<file path="src/rtl/tmds_channel_decoder_if.sv">
// rtl/tmds_channel_decoder_if.sv - TMDS lane decoder bus: serial lane in, decoded word out
//
// Signals:
//   serial_in   lane bit from the input sampler, one per bit clock
//   data_out    decoded pixel byte (valid when de_out=1)
//   de_out      1 = data word, 0 = control word
//   c0_out      decoded C0 (HSYNC), held during data
//   c1_out      decoded C1 (VSYNC), held during data
//   word_valid  one-cycle pulse per decoded word
//   locked      word alignment established
//   err_cnt     misaligned control-token count (0 unless TMDS_DEC_ERR_CNT_EN)
//
// Modports:
//   master  decoder side (consumes serial_in, drives the decoded outputs)
//   slave   sampler / pixel side (drives serial_in, observes the outputs)

interface tmds_channel_decoder_if;
    logic        serial_in;
    logic [7:0]  data_out;
    logic        de_out;
    logic        c0_out;
    logic        c1_out;
    logic        word_valid;
    logic        locked;
    logic [15:0] err_cnt;

    modport master (
        input  serial_in,
        output data_out, de_out, c0_out, c1_out, word_valid, locked, err_cnt
    );

    modport slave (
        output serial_in,
        input  data_out, de_out, c0_out, c1_out, word_valid, locked, err_cnt
    );
endinterface

</file>
<file path="src/rtl/tmds_channel_decoder.sv">
// rtl/tmds_channel_decoder.sv - TMDS lane word aligner and 10b-to-8b decoder
//
// Purpose: shifts in one TMDS lane bit per clock, aligns to 10-bit word
// boundaries using the four control tokens, and decodes each aligned word
// into a pixel byte or an {C1,C0} control pair. One word out per 10 clocks
// once locked.
//
// Ports:
//   clk    TMDS bit clock, rising edge
//   rst_n  asynchronous active-low reset
//   bus    tmds_channel_decoder_if.master (serial_in in, decoded outputs out)
//
// Parameters:
//   LOCK_TOKENS  consecutive aligned control tokens needed to lock
//   MAX_GAP      aligned words without a control token before lock is dropped
//
// Optional feature: define TMDS_DEC_ERR_CNT_EN to build the saturating
// misaligned-token counter on err_cnt; otherwise err_cnt is tied to 0.

module tmds_channel_decoder #(
    parameter int LOCK_TOKENS = 8,
    parameter int MAX_GAP     = 2000
) (
    input  logic                          clk,
    input  logic                          rst_n,
    tmds_channel_decoder_if.master        bus
);
    localparam int TW = $clog2(LOCK_TOKENS + 1);

    localparam logic [1:0] ST_SEARCH = 2'd0;
    localparam logic [1:0] ST_VERIFY = 2'd1;
    localparam logic [1:0] ST_LOCKED = 2'd2;

    localparam logic [9:0] TOK_00 = 10'b0010101011;
    localparam logic [9:0] TOK_01 = 10'b1101010100;
    localparam logic [9:0] TOK_10 = 10'b0010101010;
    localparam logic [9:0] TOK_11 = 10'b1101010101;

    logic [9:0]    r_sr;
    logic [3:0]    r_ph;
    logic [1:0]    r_state;
    logic [TW-1:0] r_tok_cnt;
    logic [11:0]   r_gap_cnt;
    logic [7:0]    r_data;
    logic          r_de;
    logic          r_c0;
    logic          r_c1;
    logic          r_word_valid;
    logic          r_locked;

    logic          w_is_tok;
    logic [1:0]    w_tok_c;
    logic          w_boundary;
    logic [7:0]    w_d;
    logic [7:0]    w_dec;

    // The word under test is always the registered shift register, so the
    // cycle after a word's last bit is sampled is its boundary cycle.
    always_comb begin
        w_is_tok = 1'b1;
        w_tok_c  = 2'b00;
        case (r_sr)
            TOK_00:  w_tok_c = 2'b00;
            TOK_01:  w_tok_c = 2'b01;
            TOK_10:  w_tok_c = 2'b10;
            TOK_11:  w_tok_c = 2'b11;
            default: w_is_tok = 1'b0;
        endcase
    end

    assign w_boundary = (r_ph == 4'd0);

    always_comb begin
        w_d      = r_sr[9] ? ~r_sr[7:0] : r_sr[7:0];
        w_dec    = 8'd0;
        w_dec[0] = w_d[0] ^ ~r_sr[8];
        for (int i = 1; i < 8; i++) begin
            w_dec[i] = w_d[i] ^ w_d[i-1];
        end
    end

    always_ff @(posedge clk or negedge rst_n) begin
        if (!rst_n) begin
            r_sr         <= '0;
            r_ph         <= '0;
            r_state      <= ST_SEARCH;
            r_tok_cnt    <= '0;
            r_gap_cnt    <= '0;
            r_data       <= '0;
            r_de         <= 1'b0;
            r_c0         <= 1'b0;
            r_c1         <= 1'b0;
            r_word_valid <= 1'b0;
            r_locked     <= 1'b0;
        end else begin
            r_sr         <= {r_sr[8:0], bus.serial_in};
            r_ph         <= (r_ph == 4'd9) ? 4'd0 : r_ph + 4'd1;
            r_word_valid <= 1'b0;
            case (r_state)
                ST_SEARCH: begin
                    if (w_is_tok) begin
                        // Treat this cycle as the boundary: next cycle is phase 1.
                        r_ph      <= 4'd1;
                        r_tok_cnt <= TW'(1);
                        r_state   <= ST_VERIFY;
                    end
                end
                ST_VERIFY: begin
                    if (w_boundary) begin
                        if (!w_is_tok) begin
                            r_state   <= ST_SEARCH;
                            r_tok_cnt <= '0;
                        end else if (r_tok_cnt == TW'(LOCK_TOKENS - 1)) begin
                            // The locking token itself is the first decoded word.
                            r_state      <= ST_LOCKED;
                            r_locked     <= 1'b1;
                            r_tok_cnt    <= '0;
                            r_gap_cnt    <= '0;
                            r_word_valid <= 1'b1;
                            r_de         <= 1'b0;
                            {r_c1, r_c0} <= w_tok_c;
                        end else begin
                            r_tok_cnt <= r_tok_cnt + TW'(1);
                        end
                    end
                end
                ST_LOCKED: begin
                    if (w_boundary) begin
                        if (w_is_tok) begin
                            r_gap_cnt    <= '0;
                            r_word_valid <= 1'b1;
                            r_de         <= 1'b0;
                            {r_c1, r_c0} <= w_tok_c;
                        end else if (r_gap_cnt == 12'(MAX_GAP - 1)) begin
                            // Gap limit reached: this word is dropped, not decoded.
                            r_state   <= ST_SEARCH;
                            r_locked  <= 1'b0;
                            r_gap_cnt <= '0;
                        end else begin
                            r_gap_cnt    <= r_gap_cnt + 12'd1;
                            r_word_valid <= 1'b1;
                            r_de         <= 1'b1;
                            r_data       <= w_dec;
                        end
                    end
                end
                default: r_state <= ST_SEARCH;
            endcase
        end
    end

`ifdef TMDS_DEC_ERR_CNT_EN
    logic [15:0] r_err_cnt;

    // A token seen off-boundary while locked means the lane slipped bits.
    always_ff @(posedge clk or negedge rst_n) begin
        if (!rst_n) begin
            r_err_cnt <= '0;
        end else if ((r_state == ST_LOCKED) && !w_boundary && w_is_tok &&
                     (r_err_cnt != 16'hFFFF)) begin
            r_err_cnt <= r_err_cnt + 16'd1;
        end
    end

    assign bus.err_cnt = r_err_cnt;
`else
    assign bus.err_cnt = 16'd0;
`endif

    assign bus.data_out   = r_data;
    assign bus.de_out     = r_de;
    assign bus.c0_out     = r_c0;
    assign bus.c1_out     = r_c1;
    assign bus.word_valid = r_word_valid;
    assign bus.locked     = r_locked;

endmodule

</file>
<file path="src/flat_wrapper.sv">
// flat-port wrapper written by rule: the top's interface ports become plain ports
module tmds_channel_decoder_flat 
#(
    parameter int LOCK_TOKENS = 8,
    parameter int MAX_GAP     = 2000
)
  (clk, rst_n, bus_serial_in, bus_data_out, bus_de_out, bus_c0_out, bus_c1_out, bus_word_valid, bus_locked, bus_err_cnt);
  tmds_channel_decoder_if bus_i ();
  input  logic clk;
  input  logic rst_n;
  input wire logic [$bits(bus_i.serial_in)-1:0] bus_serial_in;
  output wire logic [$bits(bus_i.data_out)-1:0] bus_data_out;
  output wire logic [$bits(bus_i.de_out)-1:0] bus_de_out;
  output wire logic [$bits(bus_i.c0_out)-1:0] bus_c0_out;
  output wire logic [$bits(bus_i.c1_out)-1:0] bus_c1_out;
  output wire logic [$bits(bus_i.word_valid)-1:0] bus_word_valid;
  output wire logic [$bits(bus_i.locked)-1:0] bus_locked;
  output wire logic [$bits(bus_i.err_cnt)-1:0] bus_err_cnt;
  assign bus_i.serial_in = bus_serial_in;
  assign bus_data_out = bus_i.data_out;
  assign bus_de_out = bus_i.de_out;
  assign bus_c0_out = bus_i.c0_out;
  assign bus_c1_out = bus_i.c1_out;
  assign bus_word_valid = bus_i.word_valid;
  assign bus_locked = bus_i.locked;
  assign bus_err_cnt = bus_i.err_cnt;
  tmds_channel_decoder #(.LOCK_TOKENS(LOCK_TOKENS), .MAX_GAP(MAX_GAP)) u_core (.clk(clk), .rst_n(rst_n), .bus(bus_i));
endmodule
</file>
<file path="config.mk">
export PLATFORM = sky130hd
export DESIGN_NAME = tmds_channel_decoder_flat
export DESIGN_NICKNAME = d
export VERILOG_FILES = /design/src/rtl/tmds_channel_decoder_if.sv /design/src/rtl/tmds_channel_decoder.sv /design/src/flat_wrapper.sv
export SDC_FILE = /design/constraint.sdc
export NUM_CORES = 1
export LEC_CHECK = 0
export BUFFER_PORTS_ARGS = -buffer_cell sky130_fd_sc_hd__buf_2
export CAP_MARGIN = 15
export CORE_MARGIN = 1.5
export CORE_UTILIZATION = 56
export CTS_CLUSTER_SIZE = 14
export DETAILED_ROUTE_END_ITERATION = 8
export PLACE_DENSITY = 0.79
export SETUP_SLACK_MARGIN = 0.4
export SLEW_MARGIN = 20
export SYNTH_ARGS = -nofsm -noshare
export SYNTH_HDL_FRONTEND = slang
export SYNTH_SLANG_ARGS = --single-unit
</file>
<file path="constraint.sdc">
create_clock -name clk -period 2.75 [get_ports clk]
set_clock_uncertainty 0.05 [all_clocks]
set_input_delay 0.1375 -clock clk [delete_from_list [all_inputs] [get_ports clk]]
set_output_delay 0.1375 -clock clk [all_outputs]
set_load 0.005 [all_outputs]
</file>
After elaboration in Yosys (flattened, before gate mapping)
Index checks and enable logic that the tools add are counted.
{ "word_totals": {"register_bits": 45, "in_bits": 3, "out_inout_bits": 29, "word_cells": 116} }
{ "classes": {"addsub": 3, "n_eq_ne": 19, "n_mux": 59, "n_bitwise": 12, "n_reduce_logical": 12} }
{ "ops": {"columns": ["op", "count"], "rows": [
  ["$mux W12", 6],
  ["$mux W1", 29],
  ["$mux W4", 7],
  ["$pmux W12 S2", 1],
  ["$eq A10 B10 Y1 const B", 2],
  ["$eq A10 B8 Y1 const B", 2],
  ["$reduce_and A6 Y1", 3],
  ["$mux W2", 7],
  ["$ne A2 B1 Y1 const B", 7],
  ["$add A12 B1 Y12 const B", 1],
  ["$eq A12 B11 Y1 const B", 1],
  ["$pmux W2 S3", 2],
  ["$pmux W1 S2", 5],
  ["$add A4 B1 Y4 const B", 2],
  ["$mux W8", 1],
  ["$not A8 Y8", 1],
  ["$pmux W4 S2", 1],
  ["$xor A1 B1 Y1", 8],
  ["$reduce_and A7 Y1", 1],
  ["$reduce_and A5 Y1", 1],
  ["$eq A4 B3 Y1 const B", 1],
  ["$eq A4 B4 Y1 const B", 1],
  ["$logic_not A4 Y1", 1],
  ["$reduce_and A4 Y1", 1],
  ["other kinds (10)", 13]
]} }

Longest topological paths before layout
Gate-level depths: netlist of the first run.
{ "logic_depth": {"depth_word": 6, "depth_mapped": 9, "depth_no_buf": 7} }

Worst setup path before layout of the first run
OpenSTA, ideal clock, no wires.
{ "synth_timing": {"kind": "flip-flop to flip-flop", "from": "reg u_core.r_sr[6]", "to": "reg u_core.r_gap_cnt[2]", "setup_ns": 0.134, "arrival_time_ns": 1.916, "required_time_ns": 2.566, "path_slack_ns": 0.650, "path_stages_with_launch": 10, "path_buffers": 2, "period_less_slack_ns": 2.100, "cell_sequence": "dfrtp_1 > inv_1 > ha_1 > or3b_4 > or2_1 > buf_6 > and3_1 > buf_6 > a221oi_1 > mux2i_1"} }
{ "synth_between": {"elab_chain_cells": 6, "elab_cells_between_ends": 11, "cone_classes": "eq/ne (5); mux (4); reduce/logical (2)"} }
{ "synth_rtl": {"columns": ["element", "line", "text"], "rows": [
  ["from (decl)", "tmds_channel_decoder.sv:39", "logic [9:0] r_sr;"],
  ["from (signal assigned)", "tmds_channel_decoder.sv:96", "r_sr <= {r_sr[8:0], bus.serial_in};"],
  ["$eq A10 B8 Y1 / $eq A10 B10 Y1 (equally long branches)", "tmds_channel_decoder.sv:62", "case (r_sr)"],
  ["$reduce_or A4 Y1 (no line) (*)", null, null],
  ["$mux W1 (*)", "tmds_channel_decoder.sv:62", null],
  ["$mux W12", "tmds_channel_decoder.sv:129", "if (w_is_tok) begin"],
  ["$mux W12", "tmds_channel_decoder.sv:128", "if (w_boundary) begin"],
  ["$pmux W12 S2", "tmds_channel_decoder.sv:99", "case (r_state)"],
  ["to (signal assigned)", "tmds_channel_decoder.sv:140", "r_gap_cnt <= r_gap_cnt + 12'd1;"],
  ["to (decl)", "tmds_channel_decoder.sv:43", "logic [11:0] r_gap_cnt;"]
]} }
Every way passes the cells marked *; elsewhere a longest branch is shown, timed or not. The select of a mux whose other input is x is not followed.
A chain may end at the register's enable or synchronous reset.

Final worst setup path of the first run
{ "layout_timing": {"from": "reg u_core.r_sr[0]", "to": "reg u_core.r_state[0]"} }
{ "layout_between": {"elab_chain_cells": 6, "elab_cells_between_ends": 13, "cone_classes": "eq/ne (7); mux (4); reduce/logical (2)"} }
{ "layout_rtl": {"columns": ["element", "line", "text"], "rows": [
  ["$eq A10 B8 Y1 / $eq A10 B10 Y1 (equally long branches)", "tmds_channel_decoder.sv:62", null],
  ["$reduce_or A4 Y1 (no line) (*)", null, null],
  ["$mux W1 (*)", "tmds_channel_decoder.sv:62", null],
  ["$mux W2", "tmds_channel_decoder.sv:110", "if (!w_is_tok) begin"],
  ["$mux W2", "tmds_channel_decoder.sv:109", "if (w_boundary) begin"],
  ["$pmux W2 S3", "tmds_channel_decoder.sv:99", null],
  ["to (signal assigned)", "tmds_channel_decoder.sv:105", "r_state <= ST_VERIFY;"],
  ["to (signal assigned)", "tmds_channel_decoder.sv:111", "r_state <= ST_SEARCH;"],
  ["to (signal assigned)", "tmds_channel_decoder.sv:115", "r_state <= ST_LOCKED;"],
  ["to (decl)", "tmds_channel_decoder.sv:41", "logic [1:0] r_state;"]
]} }
Marked as above.

==> impl_metrics.ini, run 1 <==
[outcome]
run_status = completed

[setup_path]
cp_max_fo = 5
cp-end-kind = flip-flop
setup.worst_path.class = flip-flop to flip-flop
regToRegSetupSlack_ns = 0.49
crit_path_start_kind = flip-flop
r2r_cells = 7
timing.rr.end = u_core.r_state[0]
critPathRequiredTime_ns = 2.89
worstPathArrival_ns = 2.39
r2r_start = u_core.r_sr[0]

[timing]
setup_viol = 0
finalSetupTns_ns = 0
relSlewSlack_pct = 60.92
post-route-period-util_pct = 82.03
fmax_ghz = 0.4433
period_minus_slack_ns = 2.256
rsz0062_at_grt = yes
finalHoldViolCount = 0
worstMarginPinSlew_ns = 0.5849
slew_viol_final = 0

[cts]
cts_buffers = 5
clock_latency_ns = 0.30
h-tree-depth = 2
clk_pin_slew_ns = 0.08
numClockSinks = 45
cts_tree = yes
cts_max_path_buffers = 2
cts_root_buf = clkbuf_8

[worst_hold_path]
hold_class = input pin to asynchronous set/reset pin

[global_routing]
grt_pass1_wl_mm = 7.583
gr-total-overflow = 0
grt_antenna_before_repair = 0
grt_pass1_vias = 1709
grt_max_degree = 46
grt_usage_pct = 19.50

[pwr]
p_comb_share_pct = 24.7
p_seq_share_pct = 49.7
clkPwrFrac_pct = 25.6
power_switching_share_pct = 32.78
leakagePower_uw = 0.001248
intPower_uw = 1037
p_switching_uw = 505.5
powerDensity_nw_per_um2 = 574.0
ir_drop_uv = 367.4

[routing]
vias = 1802
drtAntennaViolNets = 0
drc_errors = 0
via_per_inst = 5.614
drtIter0Drc = 213
firstDrtPassIters = 4
drt-total-wl_mm = 4.475
wire_per_inst_um = 13.94

[die]
coreArea_um2 = 4324
fp.dieH_um = 69.83
start_util_pct = 57.84
die_w_um = 69.83
die-area_um2 = 4876
core.rowCount = 24
ios = 32

[synthesis]
synth_top_area_share_pct = 45.02
synth_area_leaders = dfrtp_1 45%, ha_1 7.5%, buf_4 4.8%, a31oi_1 3.8%, inv_1 3.5%
netlist_area_um2 = 2501
synthArstFlopShare_pct = 100.0
ys_seq_elements = 45
syn_inst = 251
synth.largest_area_cell = dfrtp_1
ys_seq_area_share_pct = 45.02
ys_warn_count = 0
synthFlopType = dfrtp_1
yosysMostFrequentCell = dfrtp_1
synth-edff-count = 0
avgSynthCellArea_um2 = 9.965
synth.distinct_cells = 46
ys_top_cells_by_count = 45 x dfrtp_1, 23 x inv_1, 20 x nand2_1

[place]
placed_cells = 310
place_congestion = 0.8202
port_buffers = 15
post-dp-hpwl_mm = 3.057

[final_layout]
seq_area_um2 = 1126
multi_input_area_um2 = 1189
final_cells = 321
fillers = 374
final_util_pct = 62.12
drive_gt1_share_pct = 15.61
nets = 286
antenna_cells = 0
synthToLayoutAreaGrowth_pct = 7.404

[run]
drv_cap = 0
[flip-flops by register name, indices dropped and copies added (netlist names)]
signal / flops
u_core.r_gap_cnt: 12
u_core.r_sr: 10
u_core.bus.data_out: 8
u_core.r_ph: 4
u_core.r_tok_cnt: 4
u_core.r_state: 2
u_core.bus.c0_out: 1
u_core.bus.c1_out: 1
u_core.bus.de_out: 1
u_core.bus.locked: 1
u_core.bus.word_valid: 1
[how the worst max path moves through the flow]
stage | from | endpoint | slack [ns]
after floorplan | u_core.r_sr[6] | u_core.r_gap_cnt[2] | 0.65
after global placement | u_core.r_sr[6] | u_core.r_gap_cnt[8] | 0.46
after detailed placement | u_core.r_sr[6] | u_core.r_gap_cnt[8] | 0.46
after CTS | u_core.r_sr[6] | u_core.r_gap_cnt[8] | 0.45
after global routing | u_core.r_sr[5] | u_core.r_gap_cnt[8] | 0.39
final | u_core.r_sr[0] | u_core.r_state[0] | 0.49
[area by class of cell]
| class | instances | area share (%) |
|---|---|---|
| clock buffers | 6 | 2.701 |
| clock inverters | 2 | 0.3726 |
| inverters | 23 | 3.214 |
| multi-input cells | 173 | 44.25 |
| flip-flops and latches | 45 | 41.92 |
| well taps | 52 | 2.422 |
| repair buffers | 20 | 5.123 |
[power groups by stage]
stage,Clock (µW),Combinational (µW),Sequential (µW)
final,395,380,767
after global routing,428,431,776
after CTS,402,359,768
after detailed placement,0,355,781
after global placement,0,348,778
after floorplan,0,303,769
[worst max-delay path: stages, from the launching register on]
cell	delay [ns]
dfrtp_1	0.44
inv_1	0.09
ha_1	0.22
o211ai_1	0.23
nor2_1	0.11
o31ai_1	0.48
o211ai_1	0.18
mux2_1	0.34
[through the flow]
| stage | area [µm²] | hold slack [ns] | setup slack [ns] | total power, µW |
|---|---|---|---|---|
| 6_report | 2686 | 0.2995 | 0.4941 | 1542 |
| 5_1_grt | 2686 | 0.3673 | 0.3882 | 1635 |
| 2_1_floorplan | 2557 | -0.2081 | 0.6504 | 1072 |
| 3_3_place_gp | 2539 | 0.1950 | 0.4600 | 1126 |
| 4_1_cts | 2641 | 0.3601 | 0.4541 | 1529 |
| 3_5_place_dp | 2539 | 0.2017 | 0.4619 | 1137 |
[repair_timing]
| action | 4_1_cts | 5_1_grt |
|---|---|---|
| hold buffers | 2 | 0 |
| hold endpoints to repair | 46 | 0 |
| buffers inserted | 0 | 0 |
| setup endpoints to repair | 0 | 15 |
| gates resized for setup | 0 | 5 |
[cell families (layout without fill, tap and decap cells)]
kind of cell	count (synthesis)	in the layout	share of synthesized area, %
adder cells (fa/ha/maj)	15	15	7.504
other	1	16	0.1499
buffers and inverters	48	51	10.41
AND/OR/NAND/NOR	71	71	15.56
flip-flops	45	45	45.02
AO/OA/AOI/OAI	57	57	15.76
multiplexers	8	8	3.502
XOR/XNOR	6	6	2.101
[routing by layer]
layer / vias up / share of wire [%] / GRT usage, %
met5: - / 0 / 0
met4: 0 / 2.0 / 8.974
met3: 9 / 4.8 / 4.506
met2: 52 / 47 / 30.79
met1: 856 / 47 / 25.58
li1: 885 / - / -
[layout by cell type (no fill, tap or decap), types with 5 or more instances in the layout]
cell      count
o211ai_1      5
nand2_1      20
nor2_1        9
inv_1        23
ha_1         15
clkbuf_8      5
buf_2        15
mux2_2        5
conb_1       16
xnor2_1       5
nand3_1      12
nor3_1        5
dfrtp_1      45
and3_1        5
a31oi_1      15
o21ai_0      15
Power figures use the tool's default switching activity.
==> inputs of run 2 (changes only) <==
clock period = 2.1 ns   (was 2.75 ns; I/O delays follow)
==> run 2 against run 1 <==
Against the previous run:
- the run now ends with setup timing left
- sequential share of layout area is 5.6 points lower
- via count increased by 7.5%
- combinational power increased by 74%
- clock-buffer cell count decreased by 1
- power increased by 58%
- flip-flop and latch count did not move
- setup slack worse by 0.54 ns
- clock power grew 94%
- sequential power increased by 30%
- fmax grew 5.3%
- largest cell class unchanged
==> impl_metrics.ini, run 2 (synthesis results as in run 1) <==
[global_routing]
grt_usage_pct = 22.05
grt_max_degree = 46
grt_antenna_before_repair = 0
grt_pass1_wl_mm = 8.500
gr-total-overflow = 0
grt_pass1_vias = 1853

[final_layout]
final_common_cell = dfrtp_1
synthToLayoutAreaGrowth_pct = 24.11
drive_gt1_share_pct = 31.67
final_util_pct = 71.79
most-common-layout-cells = 44 x dfrtp_1, 26 x buf_4, 21 x inv_1
top_register = u_core.r_gap_cnt
largest_reg_flops = 12
final_cells = 352
nets = 317
antenna_cells = 0
final_area_um2 = 3104
fillers = 313

[run]
drv_cap = 0

[cts]
cts_buffers = 5
h-tree-depth = 2
cts_max_path_buffers = 2
numClockSinks = 45
cts_tree = yes
clk_pin_slew_ns = 0.09
clock_latency_ns = 0.31
cts_root_buf = clkbuf_8

[timing]
relSlewSlack_pct = 61.92
slew_viol_final = 0
worstMarginPinSlew_ns = 0.5670
period_minus_slack_ns = 2.142
post-route-period-util_pct = 102.0
rsz0062_at_grt = yes
setup_viol = 3
fmax_ghz = 0.4668
hold_slack_ns = 0.3546
finalHoldViolCount = 0
layout_setup_ws_ns = -0.04241

[pwr]
ir_drop_uv = 547.9
powerDensity_nw_per_um2 = 783.6
leakagePower_uw = 0.001444
fin_total_pwr_uw = 2433

[place]
placed_cells = 333
port_buffers = 15
place_congestion = 0.7997
placed_area_um2 = 2743
post-dp-hpwl_mm = 3.513

[outcome]
violations = setup timing
run_status = finished, violations left

[setup_path]
worstPathArrival_ns = 2.29
regToRegSetupSlack_ns = -0.04
cp_max_fo = 4
setup.worst_path.class = flip-flop to flip-flop
crit_path_start_kind = flip-flop
critPathRequiredTime_ns = 2.24
cp-end-kind = flip-flop
r2r_cells = 8
r2r_start = u_core.r_sr[6]
timing.rr.end = u_core.r_state[0]

[routing]
firstDrtPassIters = 4
drtIter0Drc = 106
vias = 1937
via_per_inst = 5.503
wire_per_inst_um = 14.84
drc_errors = 0
drt-total-wl_mm = 5.223
drtAntennaViolNets = 0

[die]
core.rowCount = 24
die_w_um = 69.83
fp.dieH_um = 69.83
coreArea_um2 = 4324
start_util_pct = 57.84
ios = 32
die-area_um2 = 4876

[worst_hold_path]
hold_class = input pin to asynchronous set/reset pin
run 2: changes by cell type in the layout (fill, tap and decap cells not counted), moves of 4 or more:
cell / change
buf_4: +24
buf_6: +8
ha_1: -4
mux2_2: -4
mux2_4: +4
o21ai_0: -7
o21ai_1: +6
run 2: how the worst max path moves through the flow:
stage	from	end	slack (ns)	depth (start not counted)
2_1_floorplan	u_core.r_sr[6]	u_core.r_state[0]	0.04	8
5_1_grt	u_core.r_sr[6]	u_core.r_tok_cnt[2]	-0.09	8
3_5_place_dp	u_core.r_sr[6]	u_core.r_state[0]	-0.04	8
4_1_cts	u_core.r_sr[6]	u_core.r_state[0]	-0.02	8
6_report	u_core.r_sr[6]	u_core.r_state[0]	-0.04	8
3_3_place_gp	u_core.r_sr[6]	u_core.r_state[0]	0.04	8
run 2: area by class of cell:
| cell class | count | area (µm²) | area share (%) |
|---|---|---|---|
| multi-input cells | 173 | 1311 | 42.24 |
| clock inverters | 3 | 65.06 | 2.096 |
| clock buffers | 5 | 68.82 | 2.217 |
| flip-flops and latches | 45 | 1127 | 36.32 |
| repair buffers | 51 | 380.4 | 12.25 |
| inverters | 23 | 86.33 | 2.781 |
| well taps | 52 | 65.06 | 2.096 |
run 2: worst max-delay path, stage by stage, from the launching register on:
cell and delay (ns):
dfrtp_1 0.38, inv_1 0.07, ha_2 0.15, or3b_4 0.39
or2_4 0.25, buf_6 0.14, a31oi_4 0.17, o211ai_1 0.12
mux2_1 0.32
run 2: repair_timing:
| item | CTS | global route |
|---|---|---|
| hold buffers | 2 | 0 |
| endpoints found under the hold margin | 46 | 0 |
| resized for setup | 18 | 21 |
| endpoints found under the setup margin | 35 | 35 |
| setup buffers | 3 | 5 |
| gates cloned | 1 | 0 |
| pin swaps | 3 | 8 |
run 2: routing by layer:
layer / routed length, µm / GRT usage (%) / vias to the layer above / part of all wire (%)
li1: - / - / 950 / -
met1: 2225 / 27.52 / 945 / 43
met2: 2754 / 37.88 / 36 / 53
met3: 174 / 4.942 / 6 / 3.3
met4: 69 / 7.265 / 0 / 1.3
met5: 0 / 0 / - / 0
run 2: power by group:
part	switching (µW)	internal, µW	total [µW]	leakage, µW
Sequential	77.1	928	1000	0.000584
Combinational	360	301	661	0.000792
Clock	294	472	767	0.0000681
run 2: metrics by stage:
stage | TNS [ns] | setup slack [ns]
4_1_cts | -0.02303 | -0.01712
3_3_place_gp | 0 | 0.03696
5_1_grt | -0.5217 | -0.08942
2_1_floorplan | 0 | 0.04004
6_report | -0.1100 | -0.04241
3_5_place_dp | -0.04054 | -0.04054
